### config.mk
export PLATFORM = sky130hd
export DESIGN_NAME = vga_timing_gen_flat
export DESIGN_NICKNAME = d
export VERILOG_FILES = /design/src/rtl/vga_timing_pkg.sv /design/src/rtl/vga_timing_if.sv /design/src/rtl/vga_timing_gen_axis.sv /design/src/rtl/vga_timing_gen.sv /design/src/flat_wrapper.sv
export SDC_FILE = /design/constraint.sdc
export NUM_CORES = 1
export LEC_CHECK = 0
export BUFFER_PORTS_ARGS = -buffer_cell sky130_fd_sc_hd__buf_2
export CAP_MARGIN = 20
export CELL_PAD_IN_SITES_DETAIL_PLACEMENT = 1
export CELL_PAD_IN_SITES_GLOBAL_PLACEMENT = 1
export CORE_MARGIN = 2
export CORE_UTILIZATION = 44
export CTS_CLUSTER_DIAMETER = 80
export DETAILED_ROUTE_END_ITERATION = 12
export PLACE_DENSITY = 0.81
export REMOVE_ABC_BUFFERS = 1
export SYNTH_ARGS = -nofsm -noshare
export SYNTH_HDL_FRONTEND = slang
export SYNTH_HIERARCHICAL = 1
export SYNTH_SLANG_ARGS = --single-unit
### constraint.sdc
create_clock -name pclk -period 3.62 [get_ports pclk]
set_clock_uncertainty 0.15 [all_clocks]
set_input_delay 0.543 -clock pclk [delete_from_list [all_inputs] [get_ports pclk]]
set_output_delay 0.543 -clock pclk [all_outputs]
set_load 0.05 [all_outputs]
### src/rtl/vga_timing_pkg.sv
// vga_timing_pkg: standard VESA mode segment values and a line/frame total helper.
package vga_timing_pkg;
  localparam int VGA640_H_ACTIVE = 640;
  localparam int VGA640_H_FP = 16;
  localparam int VGA640_H_SYNC = 96;
  localparam int VGA640_H_BP = 48;
  localparam int VGA640_V_ACTIVE = 480;
  localparam int VGA640_V_FP = 10;
  localparam int VGA640_V_SYNC = 2;
  localparam int VGA640_V_BP = 33;
  localparam bit VGA640_H_POL = 1'b0;
  localparam bit VGA640_V_POL = 1'b0;

  localparam int SVGA800_H_ACTIVE = 800;
  localparam int SVGA800_H_FP = 40;
  localparam int SVGA800_H_SYNC = 128;
  localparam int SVGA800_H_BP = 88;
  localparam int SVGA800_V_ACTIVE = 600;
  localparam int SVGA800_V_FP = 1;
  localparam int SVGA800_V_SYNC = 4;
  localparam int SVGA800_V_BP = 23;
  localparam bit SVGA800_H_POL = 1'b1;
  localparam bit SVGA800_V_POL = 1'b1;

  localparam int XGA1024_H_ACTIVE = 1024;
  localparam int XGA1024_H_FP = 24;
  localparam int XGA1024_H_SYNC = 136;
  localparam int XGA1024_H_BP = 160;
  localparam int XGA1024_V_ACTIVE = 768;
  localparam int XGA1024_V_FP = 3;
  localparam int XGA1024_V_SYNC = 6;
  localparam int XGA1024_V_BP = 29;
  localparam bit XGA1024_H_POL = 1'b0;
  localparam bit XGA1024_V_POL = 1'b0;

  function automatic int seg_total(input int active, input int fp, input int sync, input int bp);
    return active + fp + sync + bp;
  endfunction
endpackage

### src/rtl/vga_timing_if.sv
// vga_timing_if: video timing bus from the generator to the draw pipeline.
// frame_cnt is present only when VGA_TIMING_FRAME_CNT_EN is defined.
interface vga_timing_if #(
  parameter int CNT_W = 11,
  parameter int FRAME_CNT_W = 8
);
  import vga_timing_pkg::*;
  logic [CNT_W-1:0] hcount;
  logic [CNT_W-1:0] vcount;
  logic hblnk;
  logic vblnk;
  logic hsync;
  logic vsync;
  logic de;
  logic line_start;
  logic frame_start;
`ifdef VGA_TIMING_FRAME_CNT_EN
  logic [FRAME_CNT_W-1:0] frame_cnt;
  modport master (output hcount, vcount, hblnk, vblnk, hsync, vsync, de, line_start, frame_start, frame_cnt);
  modport slave (input hcount, vcount, hblnk, vblnk, hsync, vsync, de, line_start, frame_start, frame_cnt);
`else
  modport master (output hcount, vcount, hblnk, vblnk, hsync, vsync, de, line_start, frame_start);
  modport slave (input hcount, vcount, hblnk, vblnk, hsync, vsync, de, line_start, frame_start);
`endif
endinterface

### src/rtl/vga_timing_gen_axis.sv
// vga_axis_counter: one timing axis; count/blnk/sync are registered from the next count.
module vga_axis_counter
  import vga_timing_pkg::*;
#(
  parameter int CNT_W = 11,
  parameter int ACTIVE = 800,
  parameter int FP = 40,
  parameter int SYNC = 128,
  parameter int BP = 88,
  parameter logic POL = 1'b1
) (
  input  logic             pclk,
  input  logic             reset,
  input  logic             adv,
  output logic [CNT_W-1:0] count,
  output logic             blnk,
  output logic             sync,
  output logic             wrap,
  output logic             blnk_nxt
);
  localparam int TOTAL = seg_total(ACTIVE, FP, SYNC, BP);
  localparam logic [CNT_W-1:0] LAST = CNT_W'(TOTAL - 1);
  localparam logic [CNT_W-1:0] S_BEG = CNT_W'(ACTIVE + FP);
  localparam logic [CNT_W-1:0] S_END = CNT_W'(ACTIVE + FP + SYNC);
  generate
    if (ACTIVE <= 0 || FP <= 0 || SYNC <= 0 || BP <= 0 || TOTAL >= (1 << CNT_W)) begin : g_bad_cfg
      $error("vga_axis_counter: zero segment or total does not fit CNT_W");
    end
  endgenerate
  logic [CNT_W-1:0] count_nxt;
  logic sync_nxt;
  always_comb begin
    wrap = count == LAST;
    count_nxt = wrap ? '0 : count + 1'b1;
    blnk_nxt = count_nxt >= CNT_W'(ACTIVE);
    sync_nxt = (count_nxt >= S_BEG && count_nxt < S_END) ? POL : ~POL;
  end
  // Reset parks on the last count, which always lies in the back porch.
  always_ff @(posedge pclk) begin
    if (reset) begin
      count <= LAST;
      blnk <= 1'b1;
      sync <= ~POL;
    end else if (adv) begin
      count <= count_nxt;
      blnk <= blnk_nxt;
      sync <= sync_nxt;
    end
  end
endmodule

### src/rtl/vga_timing_gen.sv
// vga_timing_gen: parametrised VGA/VESA timing generator with pixel-enable stall.
// Define VGA_TIMING_FRAME_CNT_EN to add the frame_cnt output.
module vga_timing_gen
  import vga_timing_pkg::*;
#(
  parameter int CNT_W = 11,
  parameter int H_ACTIVE = 800,
  parameter int H_FP = 40,
  parameter int H_SYNC = 128,
  parameter int H_BP = 88,
  parameter int V_ACTIVE = 600,
  parameter int V_FP = 1,
  parameter int V_SYNC = 4,
  parameter int V_BP = 23,
  parameter logic H_POL = 1'b1,
  parameter logic V_POL = 1'b1,
  parameter int FRAME_CNT_W = 8
) (
  input  logic pclk,
  input  logic reset,
  input  logic en,
  vga_timing_if.master vid
);
  generate
    if (FRAME_CNT_W < 1) begin : g_bad_fcw
      $error("vga_timing_gen: FRAME_CNT_W must be at least 1");
    end
  endgenerate
  logic [CNT_W-1:0] hcount, vcount;
  logic h_blnk, v_blnk, h_sync, v_sync;
  logic h_wrap, v_wrap, h_blnk_nxt, v_blnk_nxt;
  logic de, line_start, frame_start;
  vga_axis_counter #(
    .CNT_W(CNT_W), .ACTIVE(H_ACTIVE), .FP(H_FP), .SYNC(H_SYNC), .BP(H_BP), .POL(H_POL)
  ) u_h (
    .pclk(pclk), .reset(reset), .adv(en), .count(hcount), .blnk(h_blnk),
    .sync(h_sync), .wrap(h_wrap), .blnk_nxt(h_blnk_nxt)
  );
  vga_axis_counter #(
    .CNT_W(CNT_W), .ACTIVE(V_ACTIVE), .FP(V_FP), .SYNC(V_SYNC), .BP(V_BP), .POL(V_POL)
  ) u_v (
    .pclk(pclk), .reset(reset), .adv(en & h_wrap), .count(vcount), .blnk(v_blnk),
    .sync(v_sync), .wrap(v_wrap), .blnk_nxt(v_blnk_nxt)
  );
  // The vertical axis only moves when the line wraps, so pick its next blank accordingly.
  always_ff @(posedge pclk) begin
    if (reset) begin
      de <= 1'b0;
      line_start <= 1'b0;
      frame_start <= 1'b0;
    end else begin
      line_start <= en & h_wrap;
      frame_start <= en & h_wrap & v_wrap;
      if (en) de <= ~h_blnk_nxt & ~(h_wrap ? v_blnk_nxt : v_blnk);
    end
  end
`ifdef VGA_TIMING_FRAME_CNT_EN
  logic [FRAME_CNT_W-1:0] frame_cnt;
  logic seen;
  // The first frame after reset is frame 0; later frame starts count up.
  always_ff @(posedge pclk) begin
    if (reset) begin
      frame_cnt <= '0;
      seen <= 1'b0;
    end else if (en & h_wrap & v_wrap) begin
      seen <= 1'b1;
      if (seen) frame_cnt <= frame_cnt + 1'b1;
    end
  end
  assign vid.frame_cnt = frame_cnt;
`endif
  assign vid.hcount = hcount;
  assign vid.vcount = vcount;
  assign vid.hblnk = h_blnk;
  assign vid.vblnk = v_blnk;
  assign vid.hsync = h_sync;
  assign vid.vsync = v_sync;
  assign vid.de = de;
  assign vid.line_start = line_start;
  assign vid.frame_start = frame_start;
endmodule

### src/flat_wrapper.sv
// flat-port wrapper written by rule: the top's interface ports become plain ports
module vga_timing_gen_flat import vga_timing_pkg::*;
#(
  parameter int CNT_W = 11,
  parameter int H_ACTIVE = 800,
  parameter int H_FP = 40,
  parameter int H_SYNC = 128,
  parameter int H_BP = 88,
  parameter int V_ACTIVE = 600,
  parameter int V_FP = 1,
  parameter int V_SYNC = 4,
  parameter int V_BP = 23,
  parameter logic H_POL = 1'b1,
  parameter logic V_POL = 1'b1,
  parameter int FRAME_CNT_W = 8
)
  (pclk, reset, en, vid_hcount, vid_vcount, vid_hblnk, vid_vblnk, vid_hsync, vid_vsync, vid_de, vid_line_start, vid_frame_start);
  vga_timing_if #(.CNT_W(CNT_W), .FRAME_CNT_W(FRAME_CNT_W)) vid_i ();
  input  logic pclk;
  input  logic reset;
  input  logic en;
  output wire logic [$bits(vid_i.hcount)-1:0] vid_hcount;
  output wire logic [$bits(vid_i.vcount)-1:0] vid_vcount;
  output wire logic [$bits(vid_i.hblnk)-1:0] vid_hblnk;
  output wire logic [$bits(vid_i.vblnk)-1:0] vid_vblnk;
  output wire logic [$bits(vid_i.hsync)-1:0] vid_hsync;
  output wire logic [$bits(vid_i.vsync)-1:0] vid_vsync;
  output wire logic [$bits(vid_i.de)-1:0] vid_de;
  output wire logic [$bits(vid_i.line_start)-1:0] vid_line_start;
  output wire logic [$bits(vid_i.frame_start)-1:0] vid_frame_start;
  assign vid_hcount = vid_i.hcount;
  assign vid_vcount = vid_i.vcount;
  assign vid_hblnk = vid_i.hblnk;
  assign vid_vblnk = vid_i.vblnk;
  assign vid_hsync = vid_i.hsync;
  assign vid_vsync = vid_i.vsync;
  assign vid_de = vid_i.de;
  assign vid_line_start = vid_i.line_start;
  assign vid_frame_start = vid_i.frame_start;
  vga_timing_gen #(.CNT_W(CNT_W), .H_ACTIVE(H_ACTIVE), .H_FP(H_FP), .H_SYNC(H_SYNC), .H_BP(H_BP), .V_ACTIVE(V_ACTIVE), .V_FP(V_FP), .V_SYNC(V_SYNC), .V_BP(V_BP), .H_POL(H_POL), .V_POL(V_POL), .FRAME_CNT_W(FRAME_CNT_W)) u_core (.pclk(pclk), .reset(reset), .en(en), .vid(vid_i));
endmodule
### After elaboration in Yosys (flattened, before gate mapping)

Index checks and enable logic that the tools add are counted.

* flip-flop bits (word level): 29
* input port bits: 3
* output and inout bits: 29
* word-level logic and storage cells: 31

* add/sub/neg operators: 2
* $lt $le $gt $ge: 6
* equality and inequality tests: 2
* multiplexer cells: 5
* bitwise gates (word level): 5
* reductions and logical operators: 2

Operators with widths (number)
* $ge A11 B10 Y1 const B: 4
* $add A11 B1 Y11 const B: 2
* $lt A11 B10 Y1 const B: 2
* $mux W11: 2
* $eq A11 B10 Y1 const B: 1
* $eq A11 B11 Y1 const B: 1
* $and A1 B1 Y1: 3
* $mux W1: 3
* $logic_and A1 B1 Y1: 2
* $not A1 Y1: 2

### Logic depth before layout (Yosys ltp)

Gate-level depths: netlist of run 1.

* word-level depth: 6
* depth in mapped cells: 10
* gate-level depth less buffers: 9

### Modules after synthesis

The synthesis of run 1 kept the hierarchy.

Modules (own cells, without submodules)
* vga_axis_counter at u_core.u_v: times used 1, cells each 103, area an instance 869.6 µm², seq. area each 260.2 µm²
* vga_axis_counter at u_core.u_h: times used 1, cells each 111, area an instance 865.8 µm², seq. area each 260.2 µm²
* vga_timing_gen: times used 1, cells each 11, area an instance 111.4 µm², seq. area each 60.1 µm²

### Least setup slack after synthesis of run 1

OpenSTA, ideal clock, no wires.

* kind: flip-flop to flip-flop
* start: register u_core.u_v.count[1]
* end: register u_core.de (netlist: u_core/vid.de)
* library setup time: 0.123 ns
* data arrival time: 2.330 ns
* required time: 3.347 ns
* path slack: 1.017 ns
* cell stages (with the launch flop): 10
* buffers on the path: 1
* period minus slack after synthesis: 2.603 ns
* cells stage by stage: dfxtp_1 -> ha_1 -> and4_1 -> buf_6 -> xnor2_1 -> a41o_1 -> a2111o_1 -> nand2_1 -> mux2_2 -> o32ai_1

* cells in the longest elaborated chain, start to end: 6
* elaborated cells on any way between the ends: 7
* classes of those cells: 1 x add/sub; 1 x order compare; 1 x eq/ne; 2 x mux; 2 x bitwise

RTL lines
* from (decl): line vga_timing_gen_axis.sv:15 `output logic [CNT_W-1:0] count,`
* from (signal assigned): line vga_timing_gen_axis.sv:45 `count <= count_nxt;`
* $add A11 B1 Y11 / $eq A11 B10 Y1 (equally long branches): line vga_timing_gen_axis.sv:34, vga_timing_gen_axis.sv:33
* $mux W11 *: line vga_timing_gen_axis.sv:34 `count_nxt = wrap ? '0 : count + 1'b1;`
* $ge A11 B10 Y1 *: line vga_timing_gen_axis.sv:35 `blnk_nxt = count_nxt >= CNT_W'(ACTIVE);`
* via u_core.v_blnk_nxt: line vga_timing_gen.sv:31 `logic h_wrap, v_wrap, h_blnk_nxt, v_blnk_nxt;`
* $mux W1 *: line vga_timing_gen.sv:54 `if (en) de <= ~h_blnk_nxt & ~(h_wrap ? v_blnk_nxt : v_blnk);`
* $not A1 Y1 *: line vga_timing_gen.sv:54
* $and A1 B1 Y1 *: line vga_timing_gen.sv:54
* to (signal assigned): line vga_timing_gen.sv:54
* to (decl): line vga_timing_gen.sv:32 `logic de, line_start, frame_start;`

The timed path passes the listed nets; every way through them passes the cells marked *.
A chain may end at the register's enable or synchronous reset.

### Worst setup path after layout of run 1

* start: register u_core.u_h.count[0]
* end: register u_core.u_v.count[9]

* cells in the longest elaborated chain, start to end: 2

RTL lines
* from (decl): line vga_timing_gen_axis.sv:15
* from (signal assigned): line vga_timing_gen_axis.sv:45
* $eq A11 B11 Y1: line vga_timing_gen_axis.sv:33 `wrap = count == LAST;`
* via u_core.h_wrap: line vga_timing_gen.sv:31
* $and A1 B1 Y1: line vga_timing_gen.sv:42 `.pclk(pclk), .reset(reset), .adv(en & h_wrap), .count(vcount), .blnk(v_blnk),`

The timed path passes the listed nets, and every way through them passes these cells.

==> impl_table.tex, run 1 <==
\begin{tabular}{lr}
\hline
Metric & Value \\
\hline
\multicolumn{2}{l}{\textbf{Drt}} \\
\quad Wire length reported by the detailed router & 4.98 mm \\
\quad Vias & 1753 \\
\quad Number of detailed-routing iterations run before antenna repair & 4 \\
\quad Number of routed nets with antenna violations & 0 \\
\quad Number of vias per cell after detailed routing & 5.84 \\
\quad Detail-routed net length per standard cell & 16.6 µm \\
\quad DR DRC count & 0 \\
\quad First DRT Iteration DRCs & 85 \\
\multicolumn{2}{l}{\textbf{Finish}} \\
\quad Final antenna diode count & 0 \\
\quad Ratio of cells with drive above 1 in the final layout & 22.4\% \\
\quad Post-layout nets & 256 \\
\quad Synthesis-to-finish area growth & 11.8\% \\
\quad Cell Count, Final, Fillers Out & 300 \\
\quad Post-route design area & 2060 µm² \\
\multicolumn{2}{l}{\textbf{Placement}} \\
\quad Dpl cell area & 1980 µm² \\
\quad Placed cell count & 293 \\
\quad Final estimated routing congestion in global placement & 0.832 \\
\quad Setup slack after placement & 1060 ps \\
\quad I/O Buffers & 31 \\
\quad Placed wire-length estimate & 3.53 mm \\
\multicolumn{2}{l}{\textbf{STA}} \\
\quad Least setup slack across all paths after layout & 946 ps \\
\quad Setup violations, final & 0 \\
\quad Post-route clock period utilization & 73.9\% \\
\quad Setup TNS & 0 ps \\
\quad Worst slew margin & 62.0\% \\
\quad Worst slew pin tran & 568 ps \\
\quad Max Clk Rate & 0.374 GHz \\
\quad Number of max-slew violations in the final report & 0 \\
\quad Crit path time final & 2670 ps \\
\quad Unrepaired setup endpoints after global routing & false \\
\quad Count of endpoints failing hold in the final timing report & 0 \\
\multicolumn{2}{l}{\textbf{Critical path}} \\
\quad CP Max Fanout & 15 \\
\quad Startpoint type of the worst setup path & flip-flop \\
\quad Number of buffers and inverters on the critical path & 2 \\
\quad Critical path arrival & 2680 ps \\
\quad CP max-delay cell & sky130\_fd\_sc\_hd\_\_ha\_1 \\
\quad Top delay family on crit path & buffers and inverters \\
\quad Required time of the critical path & 3620 ps \\
\quad CP max stage delay & 430 ps \\
\quad Class of the most critical setup path & flip-flop to flip-flop \\
\quad CP dominant cell by count & sky130\_fd\_sc\_hd\_\_inv\_1 \\
\quad Endpoint kind of the worst setup timing path & flip-flop \\
\quad Crit-path cells & ha\_1, nand4\_1, nor2\_1, nand2\_1, inv\_1, inv\_1, o311ai\_0 \\
\multicolumn{2}{l}{\textbf{Floorplan}} \\
\quad Placement Rows & 23 \\
\quad Height of the chip & 68.8 µm \\
\quad Die W & 68.8 µm \\
\quad Floorplan Core Area & 4030 µm² \\
\quad Total I/O pin count & 32 \\
\quad Initial cell density of the core & 45.8\% \\
\quad Area of the die & 4730 µm² \\
\multicolumn{2}{l}{\textbf{CTS}} \\
\quad Number of H-tree levels & 2 \\
\quad CTS buffer count & 5 \\
\quad Post-CTS Setup Bufs & 0 \\
\quad Maximum buffer depth of the clock tree & 2 \\
\quad Worst skew pair latency & 280 ps \\
\quad Clock transition at the registers of the reported paths & 60 ps \\
\quad CTS tree & yes \\
\quad Post-cts resize count & 0 \\
\quad Post-CTS Hold Fix Bufs & 0 \\
\quad Clock net sink count & 29 \\
\quad Library cell used as clock root buffer & sky130\_fd\_sc\_hd\_\_clkbuf\_8 \\
\multicolumn{2}{l}{\textbf{Yosys}} \\
\quad Cell accounting for the most synthesized area & sky130\_fd\_sc\_hd\_\_dfxtp\_1 \\
\quad Most used flip-flop cell after synthesis & sky130\_fd\_sc\_hd\_\_dfxtp\_1 \\
\quad Yosys synthesis warning count & 6 \\
\quad Sequential-to-total area share from yosys stat & 31.4\% \\
\quad Synth Area per Inst & 8.21 µm² \\
\quad Number of distinct library cells after synthesis & 60 \\
\quad Cell area after synthesis & 1850 µm² \\
\quad Post-synth EDFFs & 0 \\
\quad Post-synth top area share & 31.4\% \\
\quad Register bit count reported by yosys & 29 \\
\quad Top area cells in the synthesized netlist & sky130\_fd\_sc\_hd\_\_dfxtp\_1 (31\%), sky130\_fd\_sc\_hd\_\_nand2\_1 (4.3\%), sky130\_fd\_sc\_hd\_\_nor2\_1 (4.3\%) \\
\quad Share of flip-flops with an asynchronous set or reset & 0\% \\
\quad Cell count after synthesis & 225 \\
\multicolumn{2}{l}{\textbf{Global route}} \\
\quad Number of global-route vias before repair & 1637 \\
\quad Most used routing layer in global routing & met2 \\
\quad Largest net degree at the start of global routing & 24 \\
\quad Global routing usage on met3 & 4.71\% \\
\quad Global-route track usage on met1 & 27.4\% \\
\quad Global-route wire length before repair & 7.90 mm \\
\quad Global routing usage on met2 & 38.5\% \\
\quad Overflow left after global routing & 0 \\
\quad Tot GR Track Use & 22.6\% \\
\quad Number of antenna violations at the first check in global routing & 0 \\
\multicolumn{2}{l}{\textbf{Hold path}} \\
\quad Tightest Hold Check Type & flip-flop to flip-flop \\
\multicolumn{2}{l}{\textbf{Power and ir drop}} \\
\quad Pwr dens & 505 nW/µm² \\
\quad Worst vdd rail ir drop & 0.000232 V \\
\quad Leakage power figure & 0.836 nW \\
\multicolumn{2}{l}{\textbf{Flow run}} \\
\quad Max-capacitance violation count & 0 \\
\multicolumn{2}{l}{\textbf{Run status}} \\
\quad Result of the run & finished clean \\
\hline
\end{tabular}
## layout by cell type, fill, tap and decap left out, types with 5 or more instances in the layout
| cell | n |
|---|---|
| sky130_fd_sc_hd__nor2_1 | 21 |
| sky130_fd_sc_hd__nand2_1 | 21 |
| sky130_fd_sc_hd__buf_2 | 31 |
| sky130_fd_sc_hd__nand4_1 | 6 |
| sky130_fd_sc_hd__nand3_1 | 15 |
| sky130_fd_sc_hd__nor3_1 | 6 |
| sky130_fd_sc_hd__o21ai_0 | 6 |
| sky130_fd_sc_hd__nor3b_1 | 5 |
| sky130_fd_sc_hd__clkbuf_8 | 6 |
| sky130_fd_sc_hd__xor2_1 | 8 |
| sky130_fd_sc_hd__a21oi_1 | 9 |
| sky130_fd_sc_hd__dfxtp_1 | 29 |
| sky130_fd_sc_hd__inv_1 | 12 |
| sky130_fd_sc_hd__xnor2_1 | 7 |
## area by class of cell
cell class / count / area, µm²
Clock buffer: 7 / 86.3
Fill cell: 535 / 1960
Inverter: 12 / 45.0
Multi-Input combinational cell: 171 / 1130
Sequential cell: 29 / 581
Tap cell: 50 / 62.6
Timing Repair Buffer: 31 / 155
## cell families after synthesis
| group | synth area share [%] |
|---|---|
| buf+inv | 7.11 |
| fa+ha+maj | 2.03 |
| xor+xnor | 7.11 |
| simple gates | 29.5 |
| flops | 31.4 |
| mux | 2.78 |
| compound gates | 20.1 |
## tightest hold or removal path, cell delays in order (launching register included)
cell                      delay, ps
sky130_fd_sc_hd__dfxtp_1        310
sky130_fd_sc_hd__nand2_1         50
sky130_fd_sc_hd__a21oi_1         50
## sequential cells by signal (all words and copies together) (netlist names)
signal and count:
u_core/vid.frame_start 1, u_core/u_v/sync 1, u_core/u_h/count 11, u_core/u_v/blnk 1, u_core/u_h/blnk 1, u_core/u_h/sync 1
u_core/vid.de 1, u_core/vid.line_start 1, u_core/u_v/count 11
## Yosys cell counts (all sizes together), types with 3 or more instances
master	number
and2	5
a21oi	9
o211ai	3
nor3	6
o311ai	3
xnor2	7
and4	5
ha	3
buf	5
inv	12
clkbuf	8
a31oi	4
o21ai	9
nand3	17
dfxtp	29
nand2	21
xor2	8
mux2i	4
nand4	6
nor3b	5
nor2	21
## power by group
group | switching (W) | total [W] | internal, W
Sequential | 0.0000456 | 0.000391 | 0.000346
Clock | 0.000121 | 0.000272 | 0.000151
Combinational | 0.000258 | 0.000380 | 0.000122
Total | 0.000425 | 0.00104 | 0.000618
## routing by layer
layer	vias to the layer above	part of all wire, %
li1	864	-
met3	11	3.2
met1	842	45
met2	36	49
met5	-	0
met4	0	2.0
## through the flow
stage / utilization (%) / total power, W / hold WS (ps)
final: 51.2 / 0.00104 / 309
after global routing: 51.2 / 0.00110 / 332
after CTS: 51.2 / 0.00105 / 318
after detailed placement: 49.1 / 0.000773 / 309
after global placement: 49.1 / 0.000765 / 298
after floorplan: - / 0.000676 / 462
## final timing paths
check	from	endpoint	slack (ps)	cells past startpoint
setup / recovery	u_core/u_h/count[0]	u_core/u_v/count[9]	950	7
hold reg to reg	u_core/u_v/sync	u_core/u_v/sync	310	2
hold / removal	u_core/u_v/sync	u_core/u_v/sync	310	2
setup reg to reg	u_core/u_h/count[0]	u_core/u_v/count[9]	950	7
Power figures use the tool's default switching activity.
==> run 2: changes to the inputs <==
--- a/config.mk
+++ b/config.mk
@@ -5,15 +5,16 @@
 export SDC_FILE = /design/constraint.sdc
 export NUM_CORES = 1
 export LEC_CHECK = 0
+export ABC_AREA = 1
 export BUFFER_PORTS_ARGS = -buffer_cell sky130_fd_sc_hd__buf_2
 export CAP_MARGIN = 20
 export CELL_PAD_IN_SITES_DETAIL_PLACEMENT = 1
 export CELL_PAD_IN_SITES_GLOBAL_PLACEMENT = 1
 export CORE_MARGIN = 2
-export CORE_UTILIZATION = 44
+export CORE_UTILIZATION = 35
 export CTS_CLUSTER_DIAMETER = 80
 export DETAILED_ROUTE_END_ITERATION = 12
-export PLACE_DENSITY = 0.81
+export PLACE_DENSITY = 0.73
 export REMOVE_ABC_BUFFERS = 1
 export SYNTH_ARGS = -nofsm -noshare
 export SYNTH_HDL_FRONTEND = slang
==> constraint.sdc (replaced) <==
create_clock -name pclk -period 2.32 [get_ports pclk]
set_clock_uncertainty 0.15 [all_clocks]
set_input_delay 0.348 -clock pclk [delete_from_list [all_inputs] [get_ports pclk]]
set_output_delay 0.348 -clock pclk [all_outputs]
set_load 0.05 [all_outputs]
==> run 2 against run 1 <==
Effect of this change:
- setup slack lost 720 ps
- sequential cell count unchanged
- power grew 59%
- first-iteration DRC count fell by 26%
- sequential share of layout area decreased by 2.1 points
- cell area increased by 8.4%
- hold slack got worse by 10 ps
- non-clock buffer count grew 4
- highest routed layer unchanged
- via count rose by 14%
- critical endpoint is now u_core/u_v/count[10]
==> impl_table.tex, run 2 <==
\begin{tabular}{lr}
\hline
Metric & Value \\
\hline
\multicolumn{2}{l}{\textbf{Global route}} \\
\quad Number of antenna violations at the first check in global routing & 0 (unchanged) \\
\quad Global-route wire length before repair & 9.47 mm (+20\%) \\
\quad Overflow left after global routing & 0 (unchanged) \\
\quad Tot GR Track Use & 19.6\% (-3.0 points) \\
\quad Largest net degree at the start of global routing & 20 (-17\%) \\
\quad Number of global-route vias before repair & 1961 (+20\%) \\
\multicolumn{2}{l}{\textbf{Yosys}} \\
\quad Share of flip-flops with an asynchronous set or reset & 0\% (unchanged) \\
\quad Sequential-to-total area share from yosys stat & 31.2\% (-0.25 points) \\
\quad Most used flip-flop cell after synthesis & sky130\_fd\_sc\_hd\_\_dfxtp\_1 \\
\quad Dominant combinational cell family by area after synthesis & simple AND/OR/NAND/NOR gates \\
\quad Post-synth EDFFs & 0 (unchanged) \\
\quad Multiplexer area fraction after synthesis & 0\% (-2.8 points) \\
\quad Number of distinct library cells after synthesis & 26 (-57\%) \\
\quad Cell area after synthesis & 1860 µm² (+0.81\%) \\
\quad Fraction of the mapped netlist area in adder cells & 2.02\% (-0.016 points) \\
\quad Count leader, synth & sky130\_fd\_sc\_hd\_\_nand2\_1 \\
\quad Xor/xnor share of the synthesized area & 0.874\% (-6.2 points) \\
\quad Top area cells in the synthesized netlist & sky130\_fd\_sc\_hd\_\_dfxtp\_1 (31\%), sky130\_fd\_sc\_hd\_\_nand2\_1 (19\%), sky130\_fd\_sc\_hd\_\_inv\_1 (6.5\%) \\
\quad Yosys synthesis warning count & 6 (unchanged) \\
\quad Register bit count reported by yosys & 29 (unchanged) \\
\quad Cell count after synthesis & 298 (+32\%) \\
\quad Synth top cells by count & sky130\_fd\_sc\_hd\_\_nand2\_1 (92), sky130\_fd\_sc\_hd\_\_inv\_1 (32), sky130\_fd\_sc\_hd\_\_dfxtp\_1 (29) \\
\quad Synth Area per Inst & 6.25 µm² (-24\%) \\
\quad Compound-Gate Fraction of Synth Area & 16.3\% (-3.8 points) \\
\quad Post-synth top area share & 31.2\% (-0.25 points) \\
\quad Cell accounting for the most synthesized area & sky130\_fd\_sc\_hd\_\_dfxtp\_1 \\
\quad Area share of and/or/nand/nor cells after synthesis & 41.6\% (+12 points) \\
\multicolumn{2}{l}{\textbf{CTS}} \\
\quad Library cell used as clock root buffer & sky130\_fd\_sc\_hd\_\_clkbuf\_8 \\
\quad Post-CTS Hold Fix Bufs & 0 (unchanged) \\
\quad Clock transition at the registers of the reported paths & 60 ps (about the same) \\
\quad Worst skew pair latency & 280 ps (about the same) \\
\quad Clock net sink count & 29 (unchanged) \\
\quad Post-cts resize count & 0 (unchanged) \\
\quad Post-CTS Setup Bufs & 0 (unchanged) \\
\quad CTS buffer count & 5 (unchanged) \\
\quad CTS tree & yes \\
\quad Number of H-tree levels & 2 (unchanged) \\
\quad Maximum buffer depth of the clock tree & 2 (unchanged) \\
\multicolumn{2}{l}{\textbf{Critical path}} \\
\quad Minimum setup slack among reg-to-reg paths & 220 ps (-720 ps) \\
\quad Count of cells along the worst register-to-register path & 10 (+3) \\
\quad Required time of the critical path & 2380 ps (-1240 ps) \\
\quad Startpoint type of the worst setup path & flip-flop \\
\quad Destination of the worst register-to-register timing path & u\_core/u\_v/count[10] \\
\quad Endpoint kind of the worst setup timing path & flip-flop \\
\quad Class of the most critical setup path & flip-flop to flip-flop \\
\quad Critical path arrival & 2160 ps (-520 ps) \\
\quad CP Max Fanout & 17 (+2) \\
\quad Startpoint of the most critical register-to-register path & u\_core/u\_h/count[1] \\
\multicolumn{2}{l}{\textbf{Drt}} \\
\quad Number of vias per cell after detailed routing & 4.89 (-16\%) \\
\quad First DRT Iteration DRCs & 63 (-26\%) \\
\quad Number of detailed-routing iterations run before antenna repair & 4 (unchanged) \\
\quad DR DRC count & 0 (unchanged) \\
\quad Vias & 1991 (+14\%) \\
\quad Number of routed nets with antenna violations & 0 (unchanged) \\
\quad Detail-routed net length per standard cell & 13.5 µm (-19\%) \\
\quad Wire length reported by the detailed router & 5.48 mm (+10\%) \\
\multicolumn{2}{l}{\textbf{Floorplan}} \\
\quad Area of the die & 5920 µm² (+25\%) \\
\quad Floorplan Core Area & 5110 µm² (+27\%) \\
\quad Total I/O pin count & 32 (unchanged) \\
\quad Die W & 76.9 µm (+12\%) \\
\quad Initial cell density of the core & 36.5\% (-9.4 points) \\
\quad Placement Rows & 26 (+13\%) \\
\quad Height of the chip & 76.9 µm (+12\%) \\
\multicolumn{2}{l}{\textbf{STA}} \\
\quad Smallest hold slack & 298 ps (-10.2 ps) \\
\quad Unrepaired setup endpoints after global routing & false \\
\quad Worst slew pin tran & 368 ps (-200 ps) \\
\quad Post-route clock period utilization & 90.4\% (+17 points) \\
\quad Count of endpoints failing hold in the final timing report & 0 (unchanged) \\
\quad Setup TNS & 0 ps (unchanged) \\
\quad Setup violations, final & 0 (unchanged) \\
\quad Crit path time final & 2100 ps (-577 ps) \\
\quad Number of max-slew violations in the final report & 0 (unchanged) \\
\quad Worst slew margin & 75.2\% (+13 points) \\
\quad Max Clk Rate & 0.477 GHz (+27\%) \\
\multicolumn{2}{l}{\textbf{Hold path}} \\
\quad Worst hold stages & 2 (unchanged) \\
\quad End point of the most critical hold path & u\_core/u\_v/sync \\
\quad Min-delay src & reset \\
\quad Tightest Hold Check Type & primary input to flip-flop \\
\multicolumn{2}{l}{\textbf{Power and ir drop}} \\
\quad Pwr dens & 743 nW/µm² (+47\%) \\
\quad Leakage power figure & 1.11 nW (+32\%) \\
\quad Internal Power & 0.00103 W (+66\%) \\
\quad Net load switching power & 0.000635 W (+50\%) \\
\quad Worst vdd rail ir drop & 0.000330 V (+42\%) \\
\quad Switching Fraction & 38.2\% (-2.5 points) \\
\quad Logic gate share of total power & 32.1\% (-4.3 points) \\
\quad Relative contribution of sequential cells to total power & 34.9\% (-2.6 points) \\
\quad Clock network fraction of design power & 33.1\% (+7.0 points) \\
\multicolumn{2}{l}{\textbf{Finish}} \\
\quad Ratio of cells with drive above 1 in the final layout & 21.4\% (-1.0 points) \\
\quad Synthesis-to-finish area growth & 20.2\% \\
\quad Filler Cell Count & 725 (+36\%) \\
\quad Final antenna diode count & 0 (unchanged) \\
\quad Post-layout nets & 342 (+34\%) \\
\quad Sequential cell area in the final layout & 583 µm² (+0.43\%) \\
\quad Area occupied by multi-input gates & 1130 µm² (-0.33\%) \\
\quad Most common cell after layout, fill and taps aside & sky130\_fd\_sc\_hd\_\_nand2\_1 \\
\quad Leading cell types in the layout, fill and taps excluded & sky130\_fd\_sc\_hd\_\_nand2\_1 (92), sky130\_fd\_sc\_hd\_\_inv\_1 (32), sky130\_fd\_sc\_hd\_\_buf\_2 (31) \\
\quad Biggest regs & u\_core/u\_h/count x11, u\_core/u\_v/count x11 \\
\quad Cell Count, Final, Fillers Out & 407 (+36\%) \\
\multicolumn{2}{l}{\textbf{Run status}} \\
\quad Result of the run & finished clean \\
\multicolumn{2}{l}{\textbf{Flow run}} \\
\quad Max-capacitance violation count & 0 (unchanged) \\
\multicolumn{2}{l}{\textbf{Placement}} \\
\quad Final estimated routing congestion in global placement & 0.883 (+6.1\%) \\
\quad Placed cell count & 399 (+36\%) \\
\quad I/O Buffers & 31 (unchanged) \\
\quad Placed wire-length estimate & 4.26 mm (+21\%) \\
\hline
\end{tabular}
run 2: cell types whose count changed in the layout (fill, tap and decap cells not counted), moves of 5 or more:
cell                      previous run  this run
sky130_fd_sc_hd__o21ai_0             6        21
sky130_fd_sc_hd__nor2_1             21        28
sky130_fd_sc_hd__nor3b_1             5         0
sky130_fd_sc_hd__nand2_1            21        92
sky130_fd_sc_hd__nand3_1            15        22
sky130_fd_sc_hd__xor2_1              8         0
sky130_fd_sc_hd__a21oi_1             9        21
sky130_fd_sc_hd__nand2_2             0         6
sky130_fd_sc_hd__inv_1              12        32
sky130_fd_sc_hd__xnor2_1             7         0
sky130_fd_sc_hd__nor2_2              0         7
run 2: how the worst max path moves through the flow:
stage | cells past startpoint | endpoint | start
3_3_place_gp | 10 | u_core/u_v/count[8] | u_core/u_h/count[0]
5_1_grt | 11 | u_core/vid.de | u_core/u_v/count[3]
6_report | 10 | u_core/u_v/count[10] | u_core/u_h/count[1]
3_5_place_dp | 10 | u_core/u_v/count[2] | u_core/u_h/count[0]
4_1_cts | 10 | u_core/u_v/count[7] | u_core/u_h/count[0]
2_1_floorplan | 10 | u_core/u_v/count[6] | u_core/u_h/count[0]
run 2: stage by stage:
step	util [%]	worst slack (ps)	area [µm²]	power [W]
CTS	43.8	191	2240	0.00168
floorplan	-	37.2	1850	0.000982
detailed placement	41.5	210	2120	0.00112
global route	43.8	8.61	2240	0.00177
finish	43.8	223	2240	0.00166
global placement	41.5	175	2120	0.00111
run 2: area by class of cell:
| type | instances | share of cell area (%) |
|---|---|---|
| inverter | 36 | 6.04 |
| clock inverter | 1 | 1.34 |
| sequential | 29 | 26.0 |
| multi-input combinational | 229 | 50.5 |
| timing repair buffer | 35 | 8.27 |
| clock buffer | 7 | 3.86 |
| tap | 70 | 3.91 |
run 2: cell families (layout without fill, tap and decap cells):
family | Yosys count | in the layout
buffers and inverters | 40 | 79
adder cells (fa/ha/maj) | 3 | 3
flip-flops | 29 | 29
AND/OR/NAND/NOR | 172 | 172
AO/OA/AOI/OAI | 53 | 53
XOR/XNOR | 1 | 1
run 2: per-layer routing:
metal  vias up  GRT usage (%)  wire, µm
met1       913           28.4      2930
met4         0           4.91        58
li1       1041              -         -
met5         -              0         0
met2        30           30.2      2350
met3         7           3.29       141
run 2: critical path: stages, from the launching register on:
cell                      delay, ps
sky130_fd_sc_hd__dfxtp_1        400
sky130_fd_sc_hd__ha_1           210
sky130_fd_sc_hd__nand2_2        110
sky130_fd_sc_hd__nor2_1         130
sky130_fd_sc_hd__nand2_1        130
sky130_fd_sc_hd__inv_1          170
sky130_fd_sc_hd__nand2_1        110
sky130_fd_sc_hd__inv_2          120
sky130_fd_sc_hd__buf_4          230
sky130_fd_sc_hd__o21ai_0        120
sky130_fd_sc_hd__a21oi_1        130
run 2: power by group through the flow:
stage	clock network [W]	registers [W]	logic [W]
6_report	0.000550	0.000580	0.000534
5_1_grt	0.000591	0.000588	0.000587
4_1_cts	0.000565	0.000580	0.000535
3_5_place_dp	0	0.000591	0.000532
3_3_place_gp	0	0.000589	0.000524
2_1_floorplan	0	0.000696	0.000286
==> run 3: changes to the inputs <==
==> constraint.sdc (replaced) <==
create_clock -name pclk -period 2.32 [get_ports pclk]
set_clock_uncertainty 0.15 [all_clocks]
set_input_delay 0.464 -clock pclk [delete_from_list [all_inputs] [get_ports pclk]]
set_output_delay 0.464 -clock pclk [all_outputs]
set_load 0.05 [all_outputs]
==> run 3 against run 2 <==
Effect of this change:
- cell count rose by 0.25%
- clock power rose by 2%
- sequential power barely moved
- non-clock buffer count rose by 1
- combinational power barely moved
- count of clock-buffer cells in the layout fell by 1
==> impl_table.tex, run 3 (synthesis results as in run 2) <==
\begin{tabular}{lr}
\hline
Metric & Value \\
\hline
\multicolumn{2}{l}{\textbf{Power and ir drop}} \\
\quad Pwr dens & 744 nW/µm² (+0.14\%) \\
\quad Switching Fraction & 38.6\% (+0.37 points) \\
\quad Relative contribution of sequential cells to total power & 34.6\% (-0.3 points) \\
\quad Worst vdd rail ir drop & 0.000381 V (+16\%) \\
\quad Internal Power & 0.00103 W (about the same) \\
\quad Clock network fraction of design power & 33.5\% (+0.4 points) \\
\quad Logic gate share of total power & 31.9\% (-0.2 points) \\
\quad Net load switching power & 0.000645 W (+1.5\%) \\
\quad Leakage power figure & 1.11 nW (+0.40\%) \\
\multicolumn{2}{l}{\textbf{STA}} \\
\quad Setup violations, final & 0 (unchanged) \\
\quad Count of endpoints failing hold in the final timing report & 0 (unchanged) \\
\quad Number of max-slew violations in the final report & 0 (unchanged) \\
\quad Worst slew margin & 73.8\% (-1.4 points) \\
\quad Post-route clock period utilization & 91.7\% (+1.3 points) \\
\quad Crit path time final & 2130 ps (+29.7 ps) \\
\quad Max Clk Rate & 0.470 GHz (-1.4\%) \\
\quad Worst slew pin tran & 389 ps (+20.6 ps) \\
\quad Least setup slack across all paths after layout & 193 ps (-29.7 ps) \\
\quad Unrepaired setup endpoints after global routing & false \\
\quad Setup TNS & 0 ps (unchanged) \\
\multicolumn{2}{l}{\textbf{Critical path}} \\
\quad Startpoint type of the worst setup path & flip-flop \\
\quad Critical path arrival & 2190 ps (+30 ps) \\
\quad CP dominant cell by count & sky130\_fd\_sc\_hd\_\_nand2\_1 \\
\quad CP max-delay cell & sky130\_fd\_sc\_hd\_\_dfxtp\_1 \\
\quad Class of the most critical setup path & flip-flop to flip-flop \\
\quad CP Max Fanout & 17 (unchanged) \\
\quad Count of cells along the worst register-to-register path & 10 (unchanged) \\
\quad Required time of the critical path & 2390 ps (about the same) \\
\quad CP max stage delay & 440 ps (+40 ps) \\
\quad Crit-path cells & ha\_1, nand2\_2, nor2\_1, nand2\_1, inv\_1, nand2\_1, inv\_2, buf\_4, o21ai\_0, a21oi\_1 \\
\quad Minimum setup slack among reg-to-reg paths & 190 ps (-30 ps) \\
\quad Endpoint kind of the worst setup timing path & flip-flop \\
\multicolumn{2}{l}{\textbf{Drt}} \\
\quad DR DRC count & 0 (unchanged) \\
\quad First DRT Iteration DRCs & 91 (+44\%) \\
\quad Vias & 2019 (+1.4\%) \\
\quad Detail-routed net length per standard cell & 13.4 µm (-0.30\%) \\
\quad Number of vias per cell after detailed routing & 4.95 (+1.2\%) \\
\quad Wire length reported by the detailed router & 5.48 mm (about the same) \\
\quad Number of detailed-routing iterations run before antenna repair & 4 (unchanged) \\
\quad Number of routed nets with antenna violations & 0 (unchanged) \\
\multicolumn{2}{l}{\textbf{Floorplan}} \\
\quad Area of the die & 5920 µm² (unchanged) \\
\quad Die W & 76.9 µm (unchanged) \\
\quad Floorplan Core Area & 5110 µm² (unchanged) \\
\quad Initial cell density of the core & 36.5\% (unchanged) \\
\quad Total I/O pin count & 32 (unchanged) \\
\quad Height of the chip & 76.9 µm (unchanged) \\
\quad Placement Rows & 26 (unchanged) \\
\multicolumn{2}{l}{\textbf{Finish}} \\
\quad Biggest regs & u\_core/u\_h/count x11, u\_core/u\_v/count x11 \\
\quad Leading cell types in the layout, fill and taps excluded & sky130\_fd\_sc\_hd\_\_nand2\_1 (92), sky130\_fd\_sc\_hd\_\_inv\_1 (32), sky130\_fd\_sc\_hd\_\_buf\_2 (31) \\
\quad Post-layout nets & 343 (+0.29\%) \\
\quad Ratio of cells with drive above 1 in the final layout & 21.3\% (-0.063 points) \\
\quad Most common cell after layout, fill and taps aside & sky130\_fd\_sc\_hd\_\_nand2\_1 \\
\quad Synthesis-to-finish area growth & 20.7\% \\
\quad Post-route design area & 2250 µm² (+0.39\%) \\
\quad Final antenna diode count & 0 (unchanged) \\
\multicolumn{2}{l}{\textbf{Hold path}} \\
\quad Tightest Hold Check Type & primary input to flip-flop \\
\quad Worst hold stages & 2 (unchanged) \\
\multicolumn{2}{l}{\textbf{Global route}} \\
\quad Global-route wire length before repair & 9.38 mm (-0.87\%) \\
\quad Largest net degree at the start of global routing & 20 (unchanged) \\
\quad Number of global-route vias before repair & 1967 (+0.31\%) \\
\quad Overflow left after global routing & 0 (unchanged) \\
\quad Number of antenna violations at the first check in global routing & 0 (unchanged) \\
\quad Tot GR Track Use & 19.7\% (+0.030 points) \\
\multicolumn{2}{l}{\textbf{Placement}} \\
\quad Setup slack after placement & 220 ps (+9.49 ps) \\
\quad Placed wire-length estimate & 4.31 mm (+1.1\%) \\
\quad Dpl cell area & 2130 µm² (+0.35\%) \\
\quad Final estimated routing congestion in global placement & 0.866 (-2.0\%) \\
\quad I/O Buffers & 31 (unchanged) \\
\multicolumn{2}{l}{\textbf{Flow run}} \\
\quad Max-capacitance violation count & 0 (unchanged) \\
\multicolumn{2}{l}{\textbf{CTS}} \\
\quad Post-CTS Hold Fix Bufs & 0 (unchanged) \\
\quad Library cell used as clock root buffer & sky130\_fd\_sc\_hd\_\_clkbuf\_8 \\
\quad Maximum buffer depth of the clock tree & 2 (unchanged) \\
\quad Post-cts resize count & 0 (unchanged) \\
\quad Clock net sink count & 29 (unchanged) \\
\quad CTS tree & yes \\
\quad CTS buffer count & 5 (unchanged) \\
\quad Post-CTS Setup Bufs & 0 (unchanged) \\
\quad Number of H-tree levels & 2 (unchanged) \\
\quad Clock transition at the registers of the reported paths & 70 ps (about the same) \\
\quad Worst skew pair latency & 290 ps (about the same) \\
\multicolumn{2}{l}{\textbf{Run status}} \\
\quad Result of the run & finished clean \\
\hline
\end{tabular}
run 3: layout make-up:
class	count	area, µm²
sequential	29	581
tap	70	87.6
inverter	36	135
clock buffer	6	82.6
fill	725	2860
multi-input combinational	229	1130
timing repair buffer	36	193
clock inverter	2	37.5
run 3: worst max-delay path: cells and delay by family, from the launching register on:
family	cells	cell delay (ps)
AO/OA/AOI/OAI	2	250
flip-flops	1	440
adder cells (fa/ha/maj)	1	220
AND/OR/NAND/NOR	4	500
buffers and inverters	3	490
run 3: worst paths after layout:
kind	startpoint	end
setup / recovery	u_core/u_h/count[0]	u_core/u_v/count[2]
setup reg to reg	u_core/u_h/count[0]	u_core/u_v/count[2]
hold reg to reg	u_core/u_v/sync	u_core/u_v/sync
hold / removal	reset	u_core/u_h/sync
run 3: routing by layer:
layer | GRT usage (%) | up-vias | share of wire, %
li1 | - | 1046 | -
met4 | 5.45 | 0 | 0.24
met1 | 27.1 | 937 | 51
met5 | 0 | - | 0
met3 | 3.76 | 2 | 4.1
met2 | 31.2 | 34 | 45
run 3: through the flow:
step / power (W) / cells / utilization [%] / hold slack [ps]
after detailed placement: 0.00112 / 400 / 41.6 / 319
after floorplan: 0.000982 / 294 / - / 376
after CTS: 0.00169 / 408 / 44.0 / 305
after global placement: 0.00111 / 400 / 41.6 / 308
after global routing: 0.00178 / 408 / 44.0 / 309
final: 0.00167 / 408 / 44.0 / 306
run 3: power groups by stage:
stage / combinational (W) / sequential (W) / clock, W
2_1_floorplan: 0.000286 / 0.000696 / 0
3_3_place_gp: 0.000525 / 0.000590 / 0
3_5_place_dp: 0.000531 / 0.000590 / 0
4_1_cts: 0.000537 / 0.000579 / 0.000572
5_1_grt: 0.000592 / 0.000586 / 0.000598
6_report: 0.000533 / 0.000579 / 0.000560
